## src/rtl/mem_arbiter.sv

```systemverilog
// Two-port arbiter sharing one single-ported memory between fetch (port 0) and load/store (port 1).
// Optional feature: define MEM_ARB_RR_EN for round-robin tie-breaking; otherwise port 1 has fixed priority.
module mem_arbiter #(
    parameter int WIDTH = 32,
    parameter int WAITS = 0
) (
    input  logic             clk,
    input  logic             reset_n,
    input  logic             req0,
    input  logic             req1,
    input  logic             we0,
    input  logic             we1,
    input  logic [WIDTH-1:0] adr0,
    input  logic [WIDTH-1:0] adr1,
    input  logic [WIDTH-1:0] wd0,
    input  logic [WIDTH-1:0] wd1,
    output logic             ack0,
    output logic             ack1,
    output logic [WIDTH-1:0] rd0,
    output logic [WIDTH-1:0] rd1,
    output logic             mem_we,
    output logic [WIDTH-1:0] mem_adr,
    output logic [WIDTH-1:0] mem_wd,
    input  logic [WIDTH-1:0] mem_rd,
    output logic             busy
);

    typedef enum logic [1:0] {IDLE, WAIT, ACCESS, RESP} state_t;

    localparam logic [3:0] WAIT_LOAD = 4'(WAITS);
    localparam bit         HAS_WAIT  = (WAITS > 0);

    state_t             state;
    state_t             state_nx;
    logic [3:0]         cnt;
    logic               port_q;
    logic               we_q;
    logic [WIDTH-1:0]   adr_q;
    logic [WIDTH-1:0]   wd_q;
    logic               grant;
    logic               grant_port;

    assign grant = (state == IDLE) && (req0 || req1);

`ifdef MEM_ARB_RR_EN
    logic last_q;

    always_ff @(posedge clk or negedge reset_n) begin
        if (!reset_n)
            last_q <= 1'b1;
        else if (grant)
            last_q <= grant_port;
    end

    always_comb begin
        grant_port = req1;
        if (req0 && req1)
            grant_port = ~last_q;
    end
`else
    // Fixed priority: req1 wins whenever it is present, so the winner is simply req1.
    always_comb begin
        grant_port = req1;
    end
`endif

    always_ff @(posedge clk or negedge reset_n) begin
        if (!reset_n)
            state <= IDLE;
        else
            state <= state_nx;
    end

    always_comb begin
        state_nx = state;
        unique case (state)
            IDLE: begin
                if (req0 || req1)
                    state_nx = HAS_WAIT ? WAIT : ACCESS;
            end
            WAIT: begin
                if (cnt == 4'd1)
                    state_nx = ACCESS;
            end
            ACCESS:  state_nx = RESP;
            RESP:    state_nx = IDLE;
            default: state_nx = IDLE;
        endcase
    end

    always_comb begin
        busy   = (state != IDLE);
        mem_we = (state == ACCESS) && we_q;
    end

    assign mem_adr = adr_q;
    assign mem_wd  = wd_q;

    // Request fields are captured only at grant; later changes on the port are ignored.
    always_ff @(posedge clk or negedge reset_n) begin
        if (!reset_n) begin
            port_q <= 1'b0;
            we_q   <= 1'b0;
            adr_q  <= '0;
            wd_q   <= '0;
        end else if (grant) begin
            port_q <= grant_port;
            we_q   <= grant_port ? we1  : we0;
            adr_q  <= grant_port ? adr1 : adr0;
            wd_q   <= grant_port ? wd1  : wd0;
        end
    end

    always_ff @(posedge clk or negedge reset_n) begin
        if (!reset_n)
            cnt <= 4'd0;
        else if (grant)
            cnt <= WAIT_LOAD;
        else if (state == WAIT)
            cnt <= cnt - 4'd1;
    end

    always_ff @(posedge clk or negedge reset_n) begin
        if (!reset_n) begin
            ack0 <= 1'b0;
            ack1 <= 1'b0;
        end else begin
            ack0 <= (state == ACCESS) && !port_q;
            ack1 <= (state == ACCESS) &&  port_q;
        end
    end

    // Read data is captured at the end of ACCESS and held until that port's next read.
    always_ff @(posedge clk or negedge reset_n) begin
        if (!reset_n) begin
            rd0 <= '0;
            rd1 <= '0;
        end else if ((state == ACCESS) && !we_q) begin
            if (port_q)
                rd1 <= mem_rd;
            else
                rd0 <= mem_rd;
        end
    end

endmodule
```

## config.mk

```make
export PLATFORM = sky130hd
export DESIGN_NAME = mem_arbiter
export DESIGN_NICKNAME = d
export VERILOG_FILES = /design/src/rtl/mem_arbiter.sv
export SDC_FILE = /design/constraint.sdc
export NUM_CORES = 1
export LEC_CHECK = 0
export BUFFER_PORTS_ARGS = -buffer_cell sky130_fd_sc_hd__buf_2
export CAP_MARGIN = 20
export CORE_UTILIZATION = 46
export CTS_CLUSTER_DIAMETER = 60
export DETAILED_ROUTE_END_ITERATION = 10
export PLACE_DENSITY = 0.84
export SLEW_MARGIN = 20
export SYNTH_ARGS = -nofsm -noshare
export SYNTH_HDL_FRONTEND = slang
export SYNTH_SLANG_ARGS = --single-unit
```

## constraint.sdc

```tcl
create_clock -name clk -period 2 [get_ports clk]
set_input_delay 0.1 -clock clk [delete_from_list [all_inputs] [get_ports clk]]
set_output_delay 0.1 -clock clk [all_outputs]
set_load 0.05 [all_outputs]
```

# Word-level counts from Yosys, hierarchy flattened
# Cells that the tools add are included.
# totals
reg_bits,138
latch_bits,0
mem_bits_rw,0
rom_bits,0
inputBits,166
out_inout_bits,132
word_cells,40
memories,0
# classes
addsub,1
multipliers,0
n_div,0
order_cmp,0
eq_ne,6
shifts,0
muxes,8
bitwise,1
reduce_logical,14
# ops
operator,n
$mux W32,2
$mux W4,2
$pmux W2 S4,1
$reduce_and A2 Y1,3
$logic_and A1 B1 Y1,5
$eq A2 B2 Y1 const B,2
$eq A4 B1 Y1 const B,1
$mux W2,2
$reduce_bool A2 Y1,2
$sub A4 B1 Y4 const B,1
$eq A2 B1 Y1 const B,1
$logic_not A1 Y1,2
$logic_not A2 Y1,1
$ne A2 B1 Y1 const B,1
$ne A2 B2 Y1 const B,1
$logic_or A1 B1 Y1,1
$mux W1,1
$not A1 Y1,1

# Depth between registers and ports, before layout
# logic_depth
depth_word,3
depth_mapped,5
ltp_nobuf,5

# Worst setup path after synthesis
# No wires, ideal clock.
# synth_path
kind,register to register
start,register state[0]
end,register rd0[0]
setup_time_ns,0.125
arrival_time_ns,1.385
required_time_ns,1.875
slack_ns,0.490
path_stages_with_launch,5
n_path_buf,1
period_less_slack_ns,1.510
path_cell_list,dfrtp_1 nand2b_1 nor3_2 buf_4 mux2_2
# synth_via
elab_chain_cells,3
# synth_rtl
item,line,text
"start, declared",33,state_t state;
"start signal, assigned",71,state <= state_nx;
$eq A2 B2 Y1,138,end else if ((state == ACCESS) && !we_q) begin
$logic_and A1 B1 Y1,138,
$reduce_and A2 Y1 (no line),--,
"end signal, assigned",142,rd0 <= mem_rd;
"end, declared",19,"output logic [WIDTH-1:0] rd0,"
# No other way between the ends.
# A chain may end at the register's enable or synchronous reset.

# Worst setup path after layout
# layout_path
start,register state[1]
end,register rd1[31]
# layout_via
elab_chain_cells,3
# layout_rtl
item,line,text
$eq A2 B2 Y1,138,
$logic_and A1 B1 Y1,138,
$reduce_and A2 Y1 (no line),--,
"end signal, assigned",140,rd1 <= mem_rd;
"end, declared",20,"output logic [WIDTH-1:0] rd1,"
# No other way between the ends.

==> impl_metrics.env <==
export IMPL_ys_ff_latch=138
export IMPL_grt_pass1_vias=4701
export IMPL_initial_utilization_pct=47.80
export IMPL_critPathKind="reg2reg"
export IMPL_status="complete, no violations"
export IMPL_synth_area_mux_share_pct=37.79
export IMPL_syn_avg_cell_area_um2=15.78
export IMPL_drtAntennaViolNets=0
export IMPL_cp_end_kind="register"
export IMPL_die_area_um2=13740
export IMPL_antenna_found_initial=0
export IMPL_clock_fmax_mhz=596.1
export IMPL_finalWorstPathRequiredPeriod_ps=1678
export IMPL_synth_compound_area_share_pct=0.6762
export IMPL_core_area_um2=12770
export IMPL_p_clk_share_pct=18.2
export IMPL_power_frac_seq_pct=28.0
export IMPL_synth_adder_area_share_pct=0.4098
export IMPL_path_max_fanout=32
export IMPL_critPathRequiredTime_ps=2300
export IMPL_clkLatencyLatePin_ps=420
export IMPL_synthXorXnorAreaFrac_pct=0.2869
export IMPL_die_y_um=117.2
export IMPL_cts_root_buffer="clkbuf_16"
export IMPL_grt_max_degree=58
export IMPL_rsz0062_at_grt="no"
export IMPL_syn_area_um2=6106
export IMPL_nNetsFinal=892
export IMPL_wl_per_cell_um=17.17
export IMPL_hp_class="in2reg"
export IMPL_final_setup_skew_ps=7.635
export IMPL_synth_cell_types=27
export IMPL_hpwl_um=11010
export IMPL_die_w_um=117.2
export IMPL_period_share_pct=83.88
export IMPL_power_switching_uw=8775
export IMPL_synth_seq_area_share_pct=56.56
export IMPL_grtUsageTotal_pct=22.94
export IMPL_switching_share_pct=48.33
export IMPL_finalSetupViolations=0
export IMPL_arrival_ps=1970
export IMPL_clk_pin_slew_ps=60
export IMPL_vdd_ir_drop_max_v=0.001372
export IMPL_p_per_area_nw_per_um2=2068
export IMPL_slew_viol_final=0
export IMPL_ys_warn_count=0
export IMPL_setup_tns_ps=0
export IMPL_netlist_instances=387
export IMPL_cts_tree="built"
export IMPL_dr_pass1_iters=4
export IMPL_critPathLaunchType="register"
export IMPL_drt_initial_drc_count=196
export IMPL_synth_top_family_by_area="multiplexers"
export IMPL_p_leak_uw=0.004265
export IMPL_num_rows=41
export IMPL_htreeDepth=4
export IMPL_port_buffers=297
export IMPL_vias_per_cell=4.943
export IMPL_synth_simple_area_share_pct=1.578
export IMPL_vias=4493
export IMPL_cts_max_path_buffers=2
export IMPL_drive_gt1_share_pct=72.05
export IMPL_synth_net_count=555
export IMPL_fillers=856
export IMPL_p_int_uw=9380
export IMPL_postCtsSetupBuffers=0
export IMPL_cts_buffers=17
export IMPL_grt_pass1_wl_um=23290
export IMPL_drc=0
export IMPL_tightest_slew_ps=473.0
export IMPL_io_pins=298
export IMPL_cts_num_sinks=138
export IMPL_wirelength_um=15610
export IMPL_gp_congestion=0.7982
export IMPL_finalPower_uw=18160
export IMPL_slew_headroom_pct=68.46
export IMPL_antennaDiodeCount=0
export IMPL_grt_overflow_total=0
export IMPL_hold_viol=0
export IMPL_combPwrFrac_pct=53.8
export IMPL_area_growth_pct=43.79
export IMPL_cap_violations=0
==> critical path, stage by stage, from the launching register on <==
cell     delay [ps]
dfrtp_1         520
and3b_1         230
nor2b_4         160
buf_12          260
mux2_2          370
==> kinds of logic after synthesis <==
| group | count (synthesis) |
|---|---|
| compound gates | 7 |
| buf+inv | 27 |
| flops | 138 |
| simple gates | 16 |
| mux | 195 |
| fa+ha+maj | 2 |
| xor+xnor | 2 |
==> final cells by class <==
cell class / instances / area (um2) / share of cell area (%)
repair buffers: 339 / 1956 / 22.27
flip-flops and latches: 138 / 3453 / 39.33
inverters: 6 / 22.52 / 0.2565
multi-input cells: 222 / 2507 / 28.56
clock buffers: 18 / 429.2 / 4.888
clock inverters: 14 / 196.4 / 2.237
well taps: 172 / 215.2 / 2.451
==> through the flow <==
| step | util (%) | hold slack [ps] | cell area [um2] | cells | setup WS, ps |
|---|---|---|---|---|---|
| 4_1_cts | 68.73 | 26.07 | 8780 | 909 | 322.6 |
| 6_report | 68.73 | 43.77 | 8780 | 909 | 322.5 |
| 5_1_grt | 68.73 | 39.51 | 8780 | 909 | 248.7 |
| 2_1_floorplan | - | -195.6 | 6106 | 387 | 489.7 |
| 3_5_place_dp | 61.17 | 73.19 | 7814 | 843 | 338.0 |
| 3_3_place_gp | 61.17 | 58.79 | 7814 | 843 | 409.6 |
==> state kept, by name, summed over array words and instances (netlist names) <==
name and flops:
ack0 1, ack1 1, cnt 4, mem_adr 32
mem_wd 32, port_q 1, rd0 32, rd1 32
state 2, we_q 1
==> routing by layer <==
layer / up-vias / global-route usage [%] / share of wire [%]
li1: 2063 / - / -
met2: 184 / 41.92 / 54
met4: 0 / 11.14 / 2.8
met5: - / 0 / 0
met1: 2205 / 25.37 / 38
met3: 41 / 4.686 / 4.6
==> cells in the mapped netlist, drive strengths merged <==
cell type	n	area (um2)
nor2	4	15.01
and3	1	6.260
o21ai	1	5.000
a22o	1	8.760
nor3	3	25.02
o22ai	2	12.51
nor2b	1	6.260
a21oi	3	15.01
inv	6	22.52
nand3b	1	7.510
dfrtp	138	3453
nand2	2	7.510
and3b	1	8.760
xnor2	1	8.760
xor2	1	8.760
nor3b	1	7.510
mux2	194	2297
buf	21	142.6
nand2b	2	12.51
ha	2	25.02
mux2i	1	10.01
==> what timing repair did <==
action,in CTS,in global routing
hold buffers,34,0
gates resized for setup,0,0
endpoints found under the setup margin,0,0
endpoints found under the hold margin,115,0
==> layout by cell type, fill, tap and decap left out <==
| master | n |
|---|---|
| a21oi_1 | 3 |
| a22o_1 | 1 |
| and3_1 | 1 |
| and3b_1 | 1 |
| buf_12 | 5 |
| buf_2 | 296 |
| buf_4 | 3 |
| buf_6 | 1 |
| bufinv_16 | 4 |
| clkbuf_1 | 1 |
| clkbuf_16 | 17 |
| clkinv_2 | 3 |
| clkinv_4 | 3 |
| clkinvlp_4 | 2 |
| dfrtp_1 | 138 |
| dlygate4sd3_1 | 34 |
| ha_1 | 2 |
| inv_1 | 6 |
| inv_6 | 1 |
| inv_8 | 1 |
| mux2_1 | 2 |
| mux2_2 | 162 |
| mux2_4 | 30 |
| mux2i_1 | 1 |
| nand2_1 | 2 |
| nand2b_1 | 2 |
| nand3b_1 | 1 |
| nor2_1 | 4 |
| nor2b_4 | 1 |
| nor3_1 | 1 |
| nor3_4 | 2 |
| nor3b_1 | 1 |
| o21ai_0 | 1 |
| o22ai_1 | 2 |
| xnor2_1 | 1 |
| xor2_1 | 1 |
==> power groups by stage <==
stage | Sequential (uW) | Clock, uW | Combinational, uW
5_1_grt | 5250 | 3480 | 10200
3_3_place_gp | 5010 | 0 | 9520
4_1_cts | 5080 | 3350 | 9820
2_1_floorplan | 9740 | 0 | 2720
6_report | 5080 | 3300 | 9770
3_5_place_dp | 5100 | 0 | 9730
==> worst paths after layout <==
path,from,end,slack (ps),cells past startpoint
worst max-delay path,state[1]$_DFFE_PN0P_,rd1[31]$_DFFE_PN0P_,320,4
worst min-delay path,wd1[16],mem_wd[16]$_DFFE_PN0P_,40,3
worst max register to register,state[1]$_DFFE_PN0P_,rd1[31]$_DFFE_PN0P_,320,4
worst min register to register,rd0[2]$_DFFE_PN0P_,rd0[2]$_DFFE_PN0P_,490,1
max in group asynchronous,reset_n,rd0[9]$_DFFE_PN0P_,980,3
min in group asynchronous,reset_n,rd0[6]$_DFFE_PN0P_,190,2
(Power assumes the default switching activity.)
